$ cat config.mk
export PLATFORM = sky130hd
export DESIGN_NAME = decode_queue
export DESIGN_NICKNAME = d
export VERILOG_FILES = /design/src/rtl/decode_queue.sv
export SDC_FILE = /design/constraint.sdc
export NUM_CORES = 1
export LEC_CHECK = 0
export CAP_MARGIN = 0
export CORE_MARGIN = 10
export CORE_UTILIZATION = 50
export DETAILED_ROUTE_END_ITERATION = 16
export DONT_BUFFER_PORTS = 1
export PLACE_DENSITY = 0.66
export RECOVER_POWER = 50
export SETUP_SLACK_MARGIN = 0.4
export SLEW_MARGIN = 20
export SYNTH_ARGS = -nofsm -noshare
export SYNTH_HDL_FRONTEND = slang
export SYNTH_SLANG_ARGS = --single-unit
$ cat constraint.sdc
create_clock -name clk -period 6 [get_ports clk]
set_clock_uncertainty 0.05 [all_clocks]
set_input_delay 0.3 -clock clk [delete_from_list [all_inputs] [get_ports clk]]
set_output_delay 0.3 -clock clk [all_outputs]
set_load 0.05 [all_outputs]
$ cat src/rtl/decode_queue.sv
// Decode stage: extracts opcode/rd/rs/sign-extended immediate from fetched instructions into a 2-entry FIFO.
// Optional length check on accept is enabled by defining DECODE_LEN_CHECK_EN.
module decode_queue #(
    parameter int                       MAX_INSTR_WIDTH = 64,
    parameter int                       DATA_WIDTH      = 32,
    parameter int                       ADDRESS_WIDTH   = 32,
    parameter logic [ADDRESS_WIDTH-1:0] RESET_PC        = '0
) (
    input  logic                       clk,
    input  logic                       reset,
    input  logic                       i_valid,
    output logic                       o_ready,
    input  logic [MAX_INSTR_WIDTH-1:0] i_instr,
    input  logic [3:0]                 i_instr_len,
    input  logic                       i_flush,
    input  logic [ADDRESS_WIDTH-1:0]   i_flush_pc,
    output logic                       o_res_valid,
    input  logic                       i_res_ready,
    output logic [ADDRESS_WIDTH-1:0]   o_pc,
    output logic [7:0]                 o_opcode,
    output logic [3:0]                 o_rd,
    output logic [3:0]                 o_rs,
    output logic [DATA_WIDTH-1:0]      o_imm,
    output logic [3:0]                 o_len,
    output logic                       o_illegal
);

    // state | meaning
    // EMPTY | no decoded entry held
    // ONE   | head entry valid, tail free
    // TWO   | head and tail valid, input stalled
    typedef enum logic [1:0] {EMPTY, ONE, TWO} state_t;

    typedef struct packed {
        logic [ADDRESS_WIDTH-1:0] pc;
        logic [7:0]               opcode;
        logic [3:0]               rd;
        logic [3:0]               rs;
        logic [DATA_WIDTH-1:0]    imm;
        logic [3:0]               len;
        logic                     illegal;
    } entry_t;

    localparam int NUM_BYTES = MAX_INSTR_WIDTH / 8;
    localparam int PAD_W     = 128;

    state_t                   state, state_next;
    entry_t                   head, tail, decoded;
    logic [ADDRESS_WIDTH-1:0] pc;
    logic                     accept, pop;
    logic                     load_head, load_tail, shift_tail;

    logic [PAD_W-1:0]         instr_pad;
    logic [DATA_WIDTH-1:0]    imm_src;
    logic [DATA_WIDTH-1:0]    imm_ext;
    logic [3:0]               len_m1;
    logic [6:0]               len_bits;
    logic                     sign;

    assign o_ready     = (state != TWO);
    assign o_res_valid = (state != EMPTY);
    assign accept      = i_valid && o_ready;
    assign pop         = o_res_valid && i_res_ready;

    // Bytes past the instruction width (len can reach 15) read as zero.
    always_comb begin
        instr_pad = PAD_W'(i_instr);
        imm_src   = DATA_WIDTH'(instr_pad >> 16);
        len_m1    = i_instr_len - 4'd1;
        len_bits  = {i_instr_len, 3'b000};
        sign      = instr_pad[{len_m1, 3'b111}];
        imm_ext   = '0;
        for (int i = 0; i < DATA_WIDTH; i++) begin
            imm_ext[i] = (i + 16 < int'(len_bits)) ? imm_src[i] : sign;
        end
    end

    always_comb begin
        decoded         = '0;
        decoded.pc      = pc;
        decoded.opcode  = instr_pad[7:0];
        decoded.len     = i_instr_len;
        if (i_instr_len >= 4'd2) begin
            decoded.rd = instr_pad[11:8];
            decoded.rs = instr_pad[15:12];
        end
        if (i_instr_len > 4'd2) begin
            decoded.imm = imm_ext;
        end
`ifdef DECODE_LEN_CHECK_EN
        if ((i_instr_len == 4'd0) || (int'(i_instr_len) > NUM_BYTES)) begin
            decoded.illegal = 1'b1;
            decoded.rd      = '0;
            decoded.rs      = '0;
            decoded.imm     = '0;
        end
`endif
    end

    always_ff @(posedge clk) begin
        if (reset) begin
            state <= EMPTY;
        end else begin
            state <= state_next;
        end
    end

    always_comb begin
        state_next = state;
        load_head  = 1'b0;
        load_tail  = 1'b0;
        shift_tail = 1'b0;
        case (state)
            EMPTY: begin
                if (accept) begin
                    state_next = ONE;
                    load_head  = 1'b1;
                end
            end
            ONE: begin
                if (accept && pop) begin
                    load_head = 1'b1;
                end else if (accept) begin
                    state_next = TWO;
                    load_tail  = 1'b1;
                end else if (pop) begin
                    state_next = EMPTY;
                end
            end
            TWO: begin
                if (pop) begin
                    state_next = ONE;
                    shift_tail = 1'b1;
                end
            end
            default: state_next = EMPTY;
        endcase
        // Redirect wins: nothing is written, queue empties.
        if (i_flush) begin
            state_next = EMPTY;
            load_head  = 1'b0;
            load_tail  = 1'b0;
            shift_tail = 1'b0;
        end
    end

    always_ff @(posedge clk) begin
        if (reset) begin
            head    <= '0;
            head.pc <= RESET_PC;
            tail    <= '0;
            pc      <= RESET_PC;
        end else begin
            if (i_flush) begin
                pc <= i_flush_pc;
            end else if (accept) begin
                pc <= pc + ADDRESS_WIDTH'(i_instr_len);
            end
            if (load_head) begin
                head <= decoded;
            end else if (shift_tail) begin
                head <= tail;
            end
            if (load_tail) begin
                tail <= decoded;
            end
        end
    end

    assign o_pc      = head.pc;
    assign o_opcode  = head.opcode;
    assign o_rd      = head.rd;
    assign o_rs      = head.rs;
    assign o_imm     = head.imm;
    assign o_len     = head.len;
    assign o_illegal = head.illegal;

endmodule

==> results.sh, run 1 <==
export IMPL_start_kind="flop"
export IMPL_grt_pass1_wl_microns=39600
export IMPL_critPathTopFamily="simple AND/OR/NAND/NOR gates"
export IMPL_ios=192
export IMPL_grt_setup_unrepaired="false"
export IMPL_synth_seq_area_share_pct=45.0
export IMPL_antenna_found_initial=0
export IMPL_wl_met2_microns=11500
export IMPL_power_density_nw_per_um2=300
export IMPL_wl_per_cell_microns=19.2
export IMPL_htree_levels=1
export IMPL_required_ns=6.29
export IMPL_endpoint_kind="flop"
export IMPL_post_cts_buffers=0
export IMPL_syn_num_nets=1156
export IMPL_vias_per_cell=5.90
export IMPL_synthCells=1044
export IMPL_tightest_slew_ns=3.06
export IMPL_num_nets_final=1171
export IMPL_synthesis_area_sq_um=8990
export IMPL_path_class="flop to flop"
export IMPL_m1WireLength_microns=10900
export IMPL_die_width_microns=154
export IMPL_critPathSlowestCell="and4bb_1"
export IMPL_firstDrtPassIters=6
export IMPL_max_slew_margin_rel_pct=-104
export IMPL_overflow=0
export IMPL_status="complete, but fails checks"
export IMPL_num_rows=48
export IMPL_routabilityCongestion=0.834
export IMPL_cts_buffer_depth=3
export IMPL_clkTransAtPathRegs_ns=0.06
export IMPL_drv_slew=131
export IMPL_layout_drive_gt1_share_pct=6.99
export IMPL_ant_nets=0
export IMPL_r2r_slack_ns=1.85
export IMPL_hold_violations=0
export IMPL_cp_max_fo=69
export IMPL_cap_violations=2
export IMPL_crit_chain="and4bb_1, buf_4, nor2_4, buf_16, nand2_1, a21oi_1"
export IMPL_ys_warnings_count=0
export IMPL_wirelength_microns=24900
export IMPL_violations="capacitance limit, slew limit"
export IMPL_arrival_ns=4.44
export IMPL_die_y_microns=154
export IMPL_fmax_ghz=0.241
export IMPL_grt_usage_pct=19.6
export IMPL_synthFlopType="dfxtp_1"
export IMPL_drt_iter0_markers=664
export IMPL_yosysUniqueCellTypes=64
export IMPL_clkSinkCount=202
export IMPL_setup_violations_final=0
export IMPL_avgSynthCellArea_sq_um=8.61
export IMPL_start_util_pct=51.4
export IMPL_root_buffer="clkbuf_16"
export IMPL_synth_seq_cells=202
export IMPL_tns_ns=0
export IMPL_slowest_delay_ns=2.14
export IMPL_clkLatencyLatePin_ns=0.50
export IMPL_syn_to_final_growth_pct=16.1
export IMPL_min_path_type="primary input to flop"
export IMPL_p_leak_uw=0.00343
export IMPL_synth_edff_count=0
export IMPL_dieArea_sq_um=23700
export IMPL_core_sq_um=17500
export IMPL_cts_tree="done"
export IMPL_drc_errors=0
export IMPL_grt_pass1_vias=7130
export IMPL_numCtsBuffers=22
export IMPL_finalCritPeriodShare_pct=69.1
export IMPL_period_needed_ns=4.15
export IMPL_ir_worst_vdd_mv=0.280
export IMPL_grt_max_degree=197
export IMPL_io_buffers=0
export IMPL_diodes=0
export IMPL_async_flop_share_pct=0
export IMPL_dr_wl_met3_microns=1980
export IMPL_vias=7653
export IMPL_topRoutingLayerUsed="met4"
export IMPL_utilization_pct=59.7
export IMPL_hpwl_microns=15000
export IMPL_worst_path_buf_inv=2
area by class of cell:
class / instances / area (sq um)
Inverter: 8 / 30.0
Tap cell: 225 / 282
Fill cell: 1573 / 7040
Clock buffer: 32 / 649
Timing Repair Buffer: 86 / 891
Clock inverter: 6 / 58.8
Multi-Input combinational cell: 739 / 4480
Sequential cell: 202 / 4040
per-stage QoR:
stage	worst slack, ns	total power, uW	hold WS [ns]	instances	area [sq um]
2_1_floorplan	3.79	1750	0.323	1044	8990
3_3_place_gp	3.10	1770	0.327	1180	8890
3_5_place_dp	3.07	1770	0.328	1181	8910
4_1_cts	2.55	3160	0.000150	1297	10400
5_1_grt	1.39	3250	0.0158	1298	10400
6_report	1.85	3140	0.0174	1298	10400
per-layer routing:
metal	vias to the layer above	track usage, %
met1	3607	26.0
met5	-	0
met3	36	6.03
met4	0	4.41
li1	3790	-
met2	220	30.6
cell families (layout without fill, tap and decap cells):
kind of cell / count (synthesis) / after routing / synth area share [%]
simple gates: 364 / 364 / 18.4
mux: 22 / 22 / 2.95
flops: 202 / 202 / 45.0
other cells: 1 / 1 / 0.0417
fa+ha+maj: 7 / 7 / 1.06
buf+inv: 103 / 132 / 5.29
compound gates: 323 / 323 / 24.9
xor+xnor: 22 / 22 / 2.35
timing repair:
action,in CTS,in global routing
endpoints found under the hold margin,201,0
hold buffers,78,0
resized for setup,0,0
path summary, 6_finish.rpt:
path                     from  endpoint  depth (start not counted)
setup / recovery     state[1]  o_pc[13]                          6
hold / removal    i_instr[23]  tail[12]                          3
setup reg to reg     state[1]  o_pc[13]                          6
hold reg to reg      tail[51]  tail[51]                          2
placed cells by master (no fill, tap or decap), types with 4 or more instances in the layout:
| cell | instances |
|---|---|
| dfxtp_1 | 202 |
| nand2_1 | 175 |
| a21oi_1 | 111 |
| nor2_1 | 78 |
| dlygate4sd3_1 | 77 |
| a22oi_1 | 52 |
| a211oi_1 | 44 |
| a311oi_1 | 44 |
| nor2b_1 | 27 |
| clkbuf_16 | 23 |
| o21ai_0 | 22 |
| xnor2_1 | 20 |
| mux2i_1 | 19 |
| nand3_1 | 16 |
| nor4_1 | 13 |
| a31oi_1 | 12 |
| a311oi_2 | 10 |
| or2_2 | 10 |
| nor3_1 | 7 |
| inv_1 | 7 |
| clkbuf_1 | 7 |
| o21bai_1 | 6 |
| ha_1 | 6 |
| nand4_1 | 5 |
| nand2_2 | 4 |
| a21o_1 | 4 |
| or3_1 | 4 |
| and4_1 | 4 |
| clkbuf_8 | 4 |
| clkinv_2 | 4 |
| buf_4 | 4 |
sequential cells by signal, summed over array words and instances (netlist names):
| signal | count |
|---|---|
| o_imm | 32 |
| o_len | 4 |
| o_opcode | 8 |
| o_pc | 32 |
| o_rd | 4 |
| o_rs | 4 |
| pc | 32 |
| state | 2 |
| tail | 84 |
synth_stat cells, types with 4 or more instances:
cell / n / area, sq um
a211oi_1: 44 / 330
a21o_1: 4 / 30.0
a21oi_1: 111 / 556
a22oi_1: 52 / 390
a311oi_1: 44 / 385
a311oi_2: 10 / 150
a31oi_1: 12 / 75.1
and4_1: 4 / 35.0
buf_2: 27 / 135
buf_4: 6 / 45.0
clkbuf_1: 56 / 210
dfxtp_1: 202 / 4040
ha_1: 6 / 75.1
inv_1: 7 / 26.3
mux2i_1: 19 / 190
nand2_1: 176 / 661
nand3_1: 16 / 80.1
nand4_1: 5 / 31.3
nor2_1: 78 / 293
nor2b_1: 27 / 169
nor3_1: 7 / 35.0
nor4_1: 13 / 81.3
o21ai_0: 22 / 110
o21bai_1: 6 / 45.0
or2_2: 11 / 68.8
or3_1: 4 / 25.0
xnor2_1: 20 / 175
tightest hold or removal path: cells and delay by family:
| family | cells | cell delay [ns] |
|---|---|---|
| AOI/OAI and AO/OA | 1 | 0.05 |
| and+or+nand+nor | 2 | 0.17 |
where the power goes:
part / internal [uW] / total (uW) / switching (uW)
Combinational: 124 / 275 / 151
Sequential: 1390 / 1540 / 147
Clock: 791 / 1320 / 531
No activity file was read; power rests on OpenSTA's default activity.
==> run 2, diff against run 1 <==
--- a/config.mk
+++ b/config.mk
@@ -10,7 +10,7 @@
 export CORE_UTILIZATION = 50
 export DETAILED_ROUTE_END_ITERATION = 16
 export DONT_BUFFER_PORTS = 1
-export PLACE_DENSITY = 0.66
+export PLACE_DENSITY = 0.69
 export RECOVER_POWER = 50
 export SETUP_SLACK_MARGIN = 0.4
 export SLEW_MARGIN = 20
==> constraint.sdc (replaced) <==
create_clock -name clk -period 3.6 [get_ports clk]
set_clock_uncertainty 0.05 [all_clocks]
set_input_delay 0.18 -clock clk [delete_from_list [all_inputs] [get_ports clk]]
set_output_delay 0.18 -clock clk [all_outputs]
set_load 0.05 [all_outputs]
==> run 2 against run 1 <==
  * Register-to-register slack lost 1.3 ns
  * Total power is 65% higher
  * The flow now finishes without violations
  * Clock power grew 62%
==> results.sh, run 2 (synthesized netlist as in run 1, its figures left out) <==
export IMPL_status="finished clean"
export IMPL_vias=7922
export IMPL_core_sq_um=17500
export IMPL_clkLatencyLatePin_ns=0.50
export IMPL_regArea_sq_um=4040
export IMPL_drv_slew=0
export IMPL_power_uw=5190
export IMPL_numCtsBuffers=22
export IMPL_start_kind="flop"
export IMPL_grt_pass1_wl_microns=41100
export IMPL_path_class="flop to flop"
export IMPL_nFillCells=1486
export IMPL_hold_start="i_instr_len[3]"
export IMPL_place_area_sq_um=8960
export IMPL_syn_to_final_growth_pct=19.7
export IMPL_clkSinkCount=202
export IMPL_layout_common_cells="dfxtp_1, nand2_1, dlygate4sd3_1"
export IMPL_cp_max_fo=16
export IMPL_die_y_microns=154
export IMPL_antenna_found_initial=2
export IMPL_hpwl_microns=15400
export IMPL_setup_violations_final=0
export IMPL_hold_violations=0
export IMPL_num_rows=48
export IMPL_power_density_nw_per_um2=482
export IMPL_cap_violations=0
export IMPL_layout_drive_gt1_share_pct=6.21
export IMPL_cts_buffer_depth=3
export IMPL_dieArea_sq_um=23700
export IMPL_min_path_type="primary input to flop"
export IMPL_period_needed_ns=3.10
export IMPL_tns_ns=0
export IMPL_arrival_ns=3.44
export IMPL_layout_commonest_cell="dfxtp_1"
export IMPL_utilization_pct=61.6
export IMPL_drt_iter0_markers=608
export IMPL_finish_instance_area_sq_um=10800
export IMPL_start_util_pct=51.4
export IMPL_fmax_ghz=0.323
export IMPL_overflow=0
export IMPL_ios=192
export IMPL_die_width_microns=154
export IMPL_vias_per_cell=5.92
export IMPL_grt_pass1_vias=7570
export IMPL_tightest_slew_ns=1.13
export IMPL_root_buffer="clkbuf_16"
export IMPL_r2r_start="state[0]"
export IMPL_instances_no_fill=1338
export IMPL_cp_startpoint="state[0]"
export IMPL_drc_errors=0
export IMPL_grt_setup_unrepaired="false"
export IMPL_htree_levels=1
export IMPL_cts_tree="done"
export IMPL_multiInputGateArea_sq_um=4450
export IMPL_grt_usage_pct=20.3
export IMPL_post_cts_buffers=0
export IMPL_endpoint_kind="flop"
export IMPL_clkTransAtPathRegs_ns=0.06
export IMPL_ir_worst_vdd_mv=0.361
export IMPL_routabilityCongestion=0.813
export IMPL_max_slew_margin_rel_pct=23.7
export IMPL_wl_per_cell_microns=19.3
export IMPL_grt_max_degree=168
export IMPL_dp_cells=1186
export IMPL_io_buffers=0
export IMPL_num_nets_final=1213
export IMPL_wirelength_microns=25800
export IMPL_p_leak_uw=0.00365
export IMPL_required_ns=3.95
export IMPL_ant_nets=0
export IMPL_firstDrtPassIters=5
export IMPL_largest_register_ffs=84
export IMPL_largest_register="tail"
export IMPL_finalCritPeriodShare_pct=86.0
run 2: cell types whose count changed in the layout (fill, tap and decap cells not counted), moves of 2 or more:
cell           previous run  this run
buf_12                    0         2
buf_4                     4         8
dlygate4sd3_1            77       115
buf_16                    3         1
clkinv_2                  4         2
clkbuf_8                  4         2
diode_2                   0         2
run 2: final cells by class:
cell class / instances / area share [%]
timing repair buffer: 128 / 11.9
clock buffer: 30 / 5.78
sequential: 202 / 37.6
clock inverter: 4 / 0.453
inverter: 8 / 0.279
multi-input combinational: 739 / 41.3
tap: 225 / 2.62
antenna: 2 / 0.0465
run 2: repair_timing:
action                     4_1_cts  5_1_grt
hold buffers                   116        0
gates resized for setup          0        0
setup endpoints to repair        0        0
hold endpoints to repair       202        0
run 2: metal layers:
metal	wire [microns]	vias to the layer above	part of all wire (%)	global-route usage [%]
met5	0	-	0	0
met3	2160	42	8.4	6.03
met4	535	0	2.1	5.67
met1	11200	3763	43	26.2
li1	-	3888	-	-
met2	11900	229	46	32.2
run 2: worst max-delay path, stage by stage (launching register included):
cell and delay [ns]:
dfxtp_1 0.40, nand2b_1 0.17, clkbuf_1 0.58, nand3_1 0.61, nor4_1 0.73, xnor2_1 0.18
a211oi_1 0.27
run 2: stage by stage:
step	setup slack (ns)	hold slack, ns
global route	0.282	0.0403
global placement	1.13	0.206
CTS	0.636	0.000995
floorplan	1.39	0.203
finish	0.503	0.0208
detailed placement	1.11	0.209
run 2: power breakdown:
| group | switching, uW | internal, uW | leakage [uW] |
|---|---|---|---|
| Combinational | 256 | 226 | 0.00167 |
| Sequential | 245 | 2320 | 0.00165 |
| Clock | 871 | 1270 | 0.000330 |
run 2: worst paths after layout:
| check | end | slack (ns) | depth (start not counted) |
|---|---|---|---|
| worst min-delay path | tail[13] | 0.02 | 2 |
| worst max register to register | pc[22] | 0.50 | 6 |
| worst min register to register | tail[66] | 0.40 | 2 |
| worst max-delay path | pc[22] | 0.50 | 6 |
==> run 3, diff against run 2 <==
==> constraint.sdc (replaced) <==
create_clock -name clk -period 3.6 [get_ports clk]
set_clock_uncertainty 0.05 [all_clocks]
set_input_delay 1.08 -clock clk [delete_from_list [all_inputs] [get_ports clk]]
set_output_delay 1.08 -clock clk [all_outputs]
set_load 0.05 [all_outputs]
==> run 3 against run 2 <==
  * Sequential power is essentially flat
  * Clock-buffer cell count grew 4
  * Sequential share of layout area grew 4.1 points
  * Largest cell class unchanged
  * Highest routed layer is now met5
==> results.sh, run 3 (synthesized netlist as in run 1, its figures left out) <==
export IMPL_status="finished clean"
export IMPL_multiInputGateArea_sq_um=4460
export IMPL_die_width_microns=154
export IMPL_root_buffer="clkbuf_16"
export IMPL_switching_share_pct=25.3
export IMPL_r2r_slack_ns=0.79
export IMPL_finalCritPeriodShare_pct=82.9
export IMPL_dieArea_sq_um=23700
export IMPL_syn_to_final_growth_pct=7.99
export IMPL_fmax_ghz=0.335
export IMPL_routabilityCongestion=0.830
export IMPL_p_leak_uw=0.00314
export IMPL_hpwl_microns=15800
export IMPL_critPathSlowestCell="clkbuf_1"
export IMPL_regArea_sq_um=4040
export IMPL_cts_hold_buf=0
export IMPL_wl_per_cell_microns=19.6
export IMPL_use_met3_pct=7.20
export IMPL_p_int_uw=3910
export IMPL_core_sq_um=17500
export IMPL_crit_chain="and4bb_4, clkbuf_1, mux2i_1, nor2_1, a31oi_1, nor2_1"
export IMPL_tns_ns=0
export IMPL_layout_commonest_cell="dfxtp_1"
export IMPL_busiest_layer="met2"
export IMPL_path_class="primary input to flop"
export IMPL_r2r_end="o_imm[7]"
export IMPL_ir_worst_vdd_mv=0.434
export IMPL_hold_violations=0
export IMPL_clkTransAtPathRegs_ns=0.06
export IMPL_overflow=0
export IMPL_post_cts_buffers=0
export IMPL_grt_pass1_vias=6993
export IMPL_whs_ns=0.399
export IMPL_vias=7450
export IMPL_power_density_nw_per_um2=539
export IMPL_cts_tree="done"
export IMPL_arrival_ns=3.29
export IMPL_numCtsBuffers=22
export IMPL_p_switching_uw=1320
export IMPL_p_seq_share_pct=48.9
export IMPL_max_slew_margin_rel_pct=0.971
export IMPL_period_needed_ns=2.98
export IMPL_cp_max_fo=27
export IMPL_clkLatencyLatePin_ns=0.50
export IMPL_hold_start="tail[50]"
export IMPL_largest_register="tail"
export IMPL_die_y_microns=154
export IMPL_layout_drive_gt1_share_pct=7.76
export IMPL_place_area_sq_um=8990
export IMPL_cp_startpoint="i_flush"
export IMPL_tightest_slew_ns=1.49
export IMPL_antenna_found_initial=1
export IMPL_power_frac_clock_pct=44.6
export IMPL_vias_per_cell=6.06
export IMPL_grt_setup_unrepaired="false"
export IMPL_finish_instance_area_sq_um=9710
export IMPL_endpoint_kind="flop"
export IMPL_grt_pass1_wl_microns=38200
export IMPL_num_nets_final=1102
export IMPL_ios=192
export IMPL_cts_buffer_depth=3
export IMPL_grt_usage_pct=18.9
export IMPL_p_comb_share_pct=6.5
export IMPL_cap_violations=0
export IMPL_nFillCells=1605
export IMPL_groute_layer_met1_usage_pct=24.5
export IMPL_critPathTopFamily="buffers and inverters"
export IMPL_start_kind="primary input"
export IMPL_ant_nets=0
export IMPL_setup_violations_final=0
export IMPL_diodes=0
export IMPL_start_util_pct=51.4
export IMPL_r2r_start="state[1]"
export IMPL_drv_slew=0
export IMPL_required_ns=3.91
export IMPL_wirelength_microns=24100
export IMPL_crit_end="o_imm[7]"
export IMPL_largest_register_ffs=84
export IMPL_layout_common_cells="dfxtp_1, nand2_1, a21oi_1"
export IMPL_crit_path_frequent_cell="nor2_1"
export IMPL_worst_path_buf_inv=1
export IMPL_crit_cells=6
export IMPL_htree_levels=1
export IMPL_clkSinkCount=202
export IMPL_use_met2_pct=29.2
export IMPL_ff2ff_path_depth=6
export IMPL_drc_errors=0
export IMPL_firstDrtPassIters=4
export IMPL_drt_iter0_markers=569
export IMPL_io_buffers=0
export IMPL_grt_max_degree=200
export IMPL_slowest_delay_ns=1.12
export IMPL_min_path_type="flop to flop"
export IMPL_cts_resized=0
export IMPL_num_rows=48
==> run 3: power by group through the flow <==
stage	Clock (uW)	Combinational [uW]	Sequential (uW)
2_1_floorplan	0	338	2580
3_3_place_gp	0	339	2610
3_5_place_dp	0	347	2610
4_1_cts	2380	350	2560
5_1_grt	2470	383	2580
6_report	2330	339	2560
==> run 3: how the worst min path moves through the flow <==
stage | endpoint | depth (start not counted)
floorplan | tail[40] | 2
global placement | tail[53] | 2
detailed placement | tail[1] | 2
CTS | tail[1] | 2
global route | tail[57] | 2
finish | tail[50] | 2
==> run 3: layout make-up <==
cell class                      instances  area share (%)
Multi-Input combinational cell        739            45.9
Clock inverter                          5           0.773
Timing Repair Buffer                   17            1.35
Sequential cell                       202            41.7
Clock buffer                           34            7.08
Inverter                                8           0.309
Tap cell                              225            2.90
==> run 3: through the flow <==
step	std cells	util, %	worst slack, ns	total power (uW)
2_1_floorplan	1044	-	0.614	2920
3_3_place_gp	1191	51.5	0.485	2950
3_5_place_dp	1191	51.5	0.437	2960
4_1_cts	1230	55.8	0.945	5290
5_1_grt	1230	55.5	0.494	5420
6_report	1230	55.5	0.616	5240
==> run 3: worst min-delay path: cells and delay by family, from the launching register on <==
kind            cells  cell delay, ns
flops               1            0.31
simple gates        1            0.05
compound gates      1            0.05
==> run 3: routing by layer <==
metal	part of all wire, %	wire, microns
met1	43	10200
met2	46	11000
met3	10	2460
met4	1.6	380
met5	0.029	7
